**src/rtl/sub16_serial.sv**
```systemverilog
// sub16_serial: 16-bit subtractor computing A - B - Bin one nibble per clock.
// The operands and the borrow-in are captured when a start is accepted. The
// nibbles are processed on the next four rising edges, and the result
// registers change only on the edge that processes the last nibble.
// Optional feature: define SUB16_SAT_EN to saturate Diff on signed overflow.
module sub16_serial (
    input  logic        clk,
    input  logic        rst_n,
    input  logic        start,
    input  logic [15:0] A,
    input  logic [15:0] B,
    input  logic        Bin,
    output logic        busy,
    output logic        done,
    output logic [15:0] Diff,
    output logic        Ovfl,
    output logic        Bout,
    output logic        Zero
);

    typedef enum logic [1:0] {
        IDLE = 2'd0,
        RUN  = 2'd1,
        DONE = 2'd2
    } state_t;

    state_t      state;
    state_t      state_nx;
    logic [1:0]  cnt;
    logic [15:0] a_q;
    logic [15:0] b_q;
    logic        borrow_q;
    logic [11:0] acc_q;

    logic        accept;
    logic        last_nib;
    logic [3:0]  a_nib;
    logic [3:0]  b_nib;
    logic [4:0]  nib_res;
    logic [15:0] raw_diff;
    logic        ovfl_c;
    logic [15:0] final_diff;

    // A start is taken in any state other than RUN.
    assign accept   = start && (state != RUN);
    assign last_nib = (state == RUN) && (cnt == 2'd3);

    // State register.
    always_ff @(posedge clk or negedge rst_n) begin
        if (!rst_n) begin
            state <= IDLE;
        end else begin
            state <= state_nx;
        end
    end

    // Next-state logic: IDLE -> RUN -> (4 nibbles) -> DONE -> IDLE or RUN.
    always_comb begin
        state_nx = state;
        case (state)
            IDLE: begin
                if (accept) begin
                    state_nx = RUN;
                end
            end
            RUN: begin
                if (cnt == 2'd3) begin
                    state_nx = DONE;
                end
            end
            DONE: begin
                if (accept) begin
                    state_nx = RUN;
                end else begin
                    state_nx = IDLE;
                end
            end
            default: state_nx = IDLE;
        endcase
    end

    // Select the current nibble and subtract it with the running borrow.
    always_comb begin
        a_nib = a_q[3:0];
        b_nib = b_q[3:0];
        case (cnt)
            2'd0: begin
                a_nib = a_q[3:0];
                b_nib = b_q[3:0];
            end
            2'd1: begin
                a_nib = a_q[7:4];
                b_nib = b_q[7:4];
            end
            2'd2: begin
                a_nib = a_q[11:8];
                b_nib = b_q[11:8];
            end
            default: begin
                a_nib = a_q[15:12];
                b_nib = b_q[15:12];
            end
        endcase
        nib_res = {1'b0, a_nib} - {1'b0, b_nib} - {4'b0000, borrow_q};
    end

    // Assemble the full result for use on the last-nibble edge.
    always_comb begin
        raw_diff = {nib_res[3:0], acc_q};
        ovfl_c   = (a_q[15] != b_q[15]) && (raw_diff[15] != a_q[15]);
`ifdef SUB16_SAT_EN
        if (ovfl_c) begin
            final_diff = a_q[15] ? 16'h8000 : 16'h7FFF;
        end else begin
            final_diff = raw_diff;
        end
`else
        final_diff = raw_diff;
`endif
    end

    // Datapath. Operand capture, nibble accumulation and result registers.
    // The latched Bin is loaded into the borrow register, so nibble 0 uses
    // the same borrow path as the later nibbles.
    always_ff @(posedge clk or negedge rst_n) begin
        if (!rst_n) begin
            cnt      <= '0;
            a_q      <= '0;
            b_q      <= '0;
            borrow_q <= 1'b0;
            acc_q    <= '0;
            Diff     <= '0;
            Ovfl     <= 1'b0;
            Bout     <= 1'b0;
            Zero     <= 1'b0;
        end else if (accept) begin
            a_q      <= A;
            b_q      <= B;
            borrow_q <= Bin;
            cnt      <= '0;
        end else if (state == RUN) begin
            borrow_q <= nib_res[4];
            cnt      <= cnt + 2'd1;
            case (cnt)
                2'd0:    acc_q[3:0]  <= nib_res[3:0];
                2'd1:    acc_q[7:4]  <= nib_res[3:0];
                2'd2:    acc_q[11:8] <= nib_res[3:0];
                default: acc_q       <= acc_q;
            endcase
            if (last_nib) begin
                Diff <= final_diff;
                Ovfl <= ovfl_c;
                Bout <= nib_res[4];
                Zero <= (final_diff == 16'h0000);
            end
        end
    end

    assign busy = (state == RUN);
    assign done = (state == DONE);

endmodule

```
**config.mk**
```make
export PLATFORM = sky130hd
export DESIGN_NAME = sub16_serial
export DESIGN_NICKNAME = d
export VERILOG_FILES = /design/src/rtl/sub16_serial.sv
export SDC_FILE = /design/constraint.sdc
export NUM_CORES = 1
export LEC_CHECK = 0
export BUFFER_PORTS_ARGS = -buffer_cell sky130_fd_sc_hd__buf_2
export CORE_MARGIN = 3
export CORE_UTILIZATION = 46
export CTS_CLUSTER_DIAMETER = 200
export DETAILED_ROUTE_END_ITERATION = 8
export MAX_ROUTING_LAYER = met4
export PLACE_DENSITY = 0.68
export SLEW_MARGIN = 25
export SYNTH_ARGS = -nofsm -noshare
export SYNTH_HDL_FRONTEND = slang
export SYNTH_SLANG_ARGS = --single-unit
```
**constraint.sdc**
```tcl
create_clock -name clk -period 6.6 [get_ports clk]
set_input_delay 0.33 -clock clk [delete_from_list [all_inputs] [get_ports clk]]
set_output_delay 0.33 -clock clk [all_outputs]
set_load 0.01 [all_outputs]
```
After elaboration in Yosys (flattened, before gate mapping):

Index checks and enable logic that the tools add are counted.

* register bits after elaboration: 68
* latch bits: 0
* RAM bits: 0
* memory bits (read-only): 0
* input port bits: 36
* output and inout port bits: 21
* memories: 0

* $add $sub $neg: 3
* multiply operators: 0
* divide/modulo/power cells: 0
* magnitude comparators: 0
* equal/unequal tests: 10
* shifts and indexed selects: 0
* multiplexer cells: 10
* bitwise gates (word level): 1
* reductions and logical operators: 12

Operator list (count)
* $pmux W4 S3: 2
* $logic_not A16 Y1: 1
* $reduce_and A3 Y1: 4
* $mux W2: 4
* $eq A2 B2 Y1 const B: 3
* $pmux W2 S3: 1
* $sub A4 B4 Y5: 1
* $sub A5 B1 Y5: 1
* $eq A2 B1 Y1 const B: 2
* $logic_not A2 Y1: 2
* $ne A2 B1 Y1 const B: 2
* $logic_and A1 B1 Y1: 3
* $mux W1: 3
* $add A2 B1 Y2 const B: 1
* $ne A1 B1 Y1: 2
* $ne A2 B2 Y1 const B: 1
* $reduce_and A2 Y1: 1
* $reduce_bool A2 Y1: 1
* $not A1 Y1: 1

Longest topological paths before layout:

* depth after elaboration: 6
* depth in mapped cells: 13
* gate-level depth less buffers: 12

Worst setup path after synthesis:

OpenSTA, ideal clock, no wires.

* kind: flip-flop to flip-flop
* start point: reg cnt[0]
* end point: reg Zero
* setup time: 122 ps
* data arrival time: 2987 ps
* required time: 6478 ps
* slack: 3491 ps
* stages on the path, launching flop included: 13
* path buffers: 1
* period minus slack after synthesis: 3109 ps
* path through: dfrtp_1 -> inv_1 -> ha_1 -> buf_6 -> a222oi_1 -> a21oi_1 -> fa_1 -> inv_1 -> ha_1 -> nand2b_1 -> mux2_2 -> or4_4 -> a32o_1

* cells in the longest elaborated chain, start to end: 5
* elaborated cells on any way between the ends: 11
* classes of those cells: 2 x add/sub; 3 x eq/ne; 2 x mux; 4 x reduce/logical

RTL lines
* start: declaration: line 29 `logic [1:0] cnt;`
* start signal: assignment: line 143 `cnt <= cnt + 2'd1;`
* $eq A2 B2 Y1 (tied with other cells): line 86 `case (cnt)`
* $pmux W4 S3: line 86
* $sub A4 B4 Y5: line 104 `nib_res = {1'b0, a_nib} - {1'b0, b_nib} - {4'b0000, borrow_q};`
* $sub A5 B1 Y5: line 104
* $logic_not A16 Y1: line 154 `Zero <= (final_diff == 16'h0000);`
* end signal: assignment: line 154
* end: declaration: line 18 `output logic Zero`

Several ways; a longest one is shown, not always the timed one.
A chain may end at the register's enable or synchronous reset.

Worst setup path in the final report:

Ends and elaborated chain as after synthesis.

==> insert_results.sql <==
INSERT INTO impl_metrics (metric_group, metric, value, unit) VALUES
('run_status', 'outcome', 'finished, final reports clean', ''),
('global_routing', 'gr-total-overflow', '0', ''),
('worst_setup_path', 'crit_path_start_kind', 'register', ''),
('synthesis', 'synth_flop_cell', 'sky130_fd_sc_hd__dfrtp_1', ''),
('clocking', 'cts_num_sinks', '68', ''),
('global_routing', 'global_route_wire_length_before_repair', '9350', 'um'),
('worst_setup_path', 'critical_path_fanouts_max', '9', ''),
('worst_setup_path', 'r2r.worst_path.cells', '11', ''),
('worst_setup_path', 'critical_path_class', 'reg -> reg', ''),
('placement', 'place.detailed.hpwl', '4060', 'um'),
('routing', 'dr.pass1.iters', '5', ''),
('synthesis', 'yosysUniqueCellTypes', '39', ''),
('worst_setup_path', 'worst-endpoint-required', '6.83', 'ns'),
('synthesis', 'synth-seq-area-share', '57.0', '%'),
('final_layout', 'antenna_cells', '0', ''),
('timing', 'min_period_over_period', '50.1', '%'),
('clocking', 'cts_htree_levels', '3', ''),
('synthesis', 'post-synth-top-count-cell', 'sky130_fd_sc_hd__dfrtp_1', ''),
('synthesis', 'post_synthesis_area_per_instance', '12.9', 'sq um'),
('global_routing', 'grt_util_all_layers', '16.9', '%'),
('timing', 'setup_viol_count_final', '0', ''),
('clocking', 'postCtsSetupRepairBufs', '0', ''),
('synthesis', 'synth_area_leaders', 'sky130_fd_sc_hd__dfrtp_1 57%, sky130_fd_sc_hd__mux2_2 18%, sky130_fd_sc_hd__ha_1 3.4%', ''),
('timing', 'worst-slew-pin-transition', '0.854', 'ns'),
('floorplanning', 'ioPinCount', '57', ''),
('timing', 'slew_headroom', '43.1', '%'),
('synthesis', 'gate_count_post_synth', '232', ''),
('floorplanning', 'die_width', '86.6', 'um'),
('worst_setup_path', 'arrival', '3.53', 'ns'),
('global_routing', 'grt_start_max_net_pins', '69', ''),
('final_layout', 'fin_nets', '339', ''),
('clocking', 'worst_setup_hold_path_clk_slew', '0.07', 'ns'),
('routing', 'routed_wl', '5660', 'um'),
('floorplanning', 'placeableCoreArea', '0.00610', 'sq mm'),
('floorplanning', 'die-height', '86.6', 'um'),
('worst_setup_path', 'worst_setup_path_end_kind', 'register', ''),
('timing', 'max_freq', '303', 'MHz'),
('final_layout', 'finish.instance_area', '0.00354', 'sq mm'),
('synthesis', 'synth_enable_flop_cells', '0', ''),
('synthesis', 'yosys_register_bits', '68', ''),
('routing', 'route.vias.total', '1997', ''),
('clocking', 'cts_resized', '0', ''),
('floorplanning', 'start_util', '49.0', '%'),
('timing', 'grt_setup_unrepaired', 'false', ''),
('worst_setup_path', 'r2r_setup_slack', '3.29', 'ns'),
('routing', 'drtIter0Drc', '183', ''),
('clocking', 'cts_hold_repair.buffers', '0', ''),
('global_routing', 'first_global_vias', '1970', ''),
('floorplanning', 'std_cell_rows', '28', ''),
('synthesis', 'synth_largest_area_cell', 'sky130_fd_sc_hd__dfrtp_1', ''),
('synthesis', 'postSynth.asyncResetShare', '100', '%'),
('routing', 'post-route-drc-count', '0', ''),
('worst_setup_path', 'worstReg2RegEnd', 'Zero$_DFFE_PN0P_', ''),
('floorplanning', 'dieArea', '0.00749', 'sq mm'),
('clocking', 'clk-insertion-delay-late', '0.34', 'ns'),
('power_and_ir_drop', 'p_leak', '1.69', 'nW'),
('clocking', 'number_of_buffers_added_by_the_clock_tree_synthesis_step', '9', ''),
('timing', 'finalHoldViolations', '0', ''),
('final_layout', 'finish.utilization', '58.1', '%'),
('final_layout', 'nFillCells', '561', ''),
('final_layout', 'area_growth', '18.6', '%'),
('placement', 'port_buffers', '56', ''),
('clocking', 'tritoncts', 'yes', ''),
('placement', 'placed_cell_area', '0.00334', 'sq mm'),
('final_layout', 'final_layout_size_suffix_gt1_share', '41.9', '%'),
('clocking', 'cts_max_path_buffers', '2', ''),
('power_and_ir_drop', 'power_density', '618', 'mW/mm^2'),
('synthesis', 'yosysWarnings', '0', ''),
('routing', 'routedWlPerCell', '15.2', 'um'),
('timing', 'finalMaxSlewViolations', '0', ''),
('placement', 'globalplace.congestion', '0.791', '');
==> worst max-delay path, stage by stage (launching register included) <==
cell and delay [ns]:
sky130_fd_sc_hd__dfrtp_1 0.41, sky130_fd_sc_hd__inv_1 0.08, sky130_fd_sc_hd__ha_1 0.32, sky130_fd_sc_hd__a222oi_1 0.34, sky130_fd_sc_hd__a21oi_1 0.14, sky130_fd_sc_hd__fa_1 0.40, sky130_fd_sc_hd__inv_1 0.10, sky130_fd_sc_hd__ha_1 0.14
sky130_fd_sc_hd__nand2b_1 0.15, sky130_fd_sc_hd__mux2_2 0.36, sky130_fd_sc_hd__or4_4 0.52, sky130_fd_sc_hd__a32o_1 0.25
==> metrics by stage <==
| stage | std cells | worst slack, ns | power, mW |
|---|---|---|---|
| after detailed placement | 357 | 3.29 | 1.86 |
| after CTS | 373 | 3.29 | 2.21 |
| after global placement | 357 | 3.38 | 1.83 |
| after floorplan | 232 | 3.49 | 1.55 |
| final | 373 | 3.29 | 2.19 |
| after global routing | 373 | 3.09 | 2.38 |
==> state kept, by name (all words and copies together), names as in the netlist <==
register	count
Ovfl	1
acc_q	12
cnt	2
state	2
a_q	16
Diff	16
Zero	1
borrow_q	1
b_q	16
Bout	1
==> power breakdown <==
group          leakage (nW)  switching [mW]  internal (mW)  total (mW)
registers             0.825           0.119          0.625       0.744
logic                 0.763           0.579          0.521        1.10
clock network         0.102           0.151          0.194       0.345
total                  1.69           0.850           1.34        2.19
==> layout by cell type, fill, tap and decap left out, types with 2 or more instances in the layout <==
cell,count
sky130_fd_sc_hd__xnor2_1,2
sky130_fd_sc_hd__ha_1,8
sky130_fd_sc_hd__a222oi_1,7
sky130_fd_sc_hd__nor4_1,3
sky130_fd_sc_hd__mux2_2,49
sky130_fd_sc_hd__buf_2,56
sky130_fd_sc_hd__a21oi_1,4
sky130_fd_sc_hd__clkbuf_8,11
sky130_fd_sc_hd__dfrtp_1,68
sky130_fd_sc_hd__nor2b_1,2
sky130_fd_sc_hd__inv_1,9
sky130_fd_sc_hd__o21ai_0,18
sky130_fd_sc_hd__fa_1,2
sky130_fd_sc_hd__nand2_1,23
sky130_fd_sc_hd__nor2_1,3
sky130_fd_sc_hd__clkinv_2,2
sky130_fd_sc_hd__nand2b_1,4
sky130_fd_sc_hd__buf_4,3
==> layer usage <==
layer  vias to the layer above  GRT usage [%]  part of all wire (%)
met4                         0           6.52                   1.6
li1                        969              -                     -
met3                         6           5.32                   5.3
met5                         -              -                     0
met2                        55           25.9                    47
met1                       967           21.1                    46
==> area by class of cell <==
type / count / area (sq um) / share of cell area [%]
Sequential cell: 68 / 1700 / 48.1
Timing Repair Buffer: 59 / 303 / 8.55
Inverter: 10 / 37.5 / 1.06
Multi-Input combinational cell: 145 / 1200 / 34.0
Clock buffer: 12 / 155 / 4.38
Tap cell: 75 / 93.8 / 2.65
Clock inverter: 4 / 47.5 / 1.34
==> worst max-delay path by stage <==
| stage | slack, ns | to | from |
|---|---|---|---|
| 5_1_grt | 3.09 | Zero$_DFFE_PN0P_ | cnt[0]$_DFFE_PN0P_ |
| 4_1_cts | 3.29 | Zero$_DFFE_PN0P_ | cnt[0]$_DFFE_PN0P_ |
| 3_3_place_gp | 3.38 | Zero$_DFFE_PN0P_ | cnt[0]$_DFFE_PN0P_ |
| 3_5_place_dp | 3.29 | Zero$_DFFE_PN0P_ | cnt[0]$_DFFE_PN0P_ |
| 6_report | 3.29 | Zero$_DFFE_PN0P_ | cnt[0]$_DFFE_PN0P_ |
| 2_1_floorplan | 3.49 | Zero$_DFFE_PN0P_ | cnt[0]$_DFFE_PN0P_ |
==> kinds of logic (layout without fill, tap and decap cells) <==
kind of cell    Yosys count  in the layout  synth area share (%)
compound gates           39             39                  8.84
xor+xnor                  2              2                 0.587
fa+ha+maj                10             10                  4.69
simple gates             44             44                  7.33
mux                      50             50                  18.8
flops                    68             68                  57.0
buf+inv                  19             85                  2.72
Power figures use the tool's default switching activity.
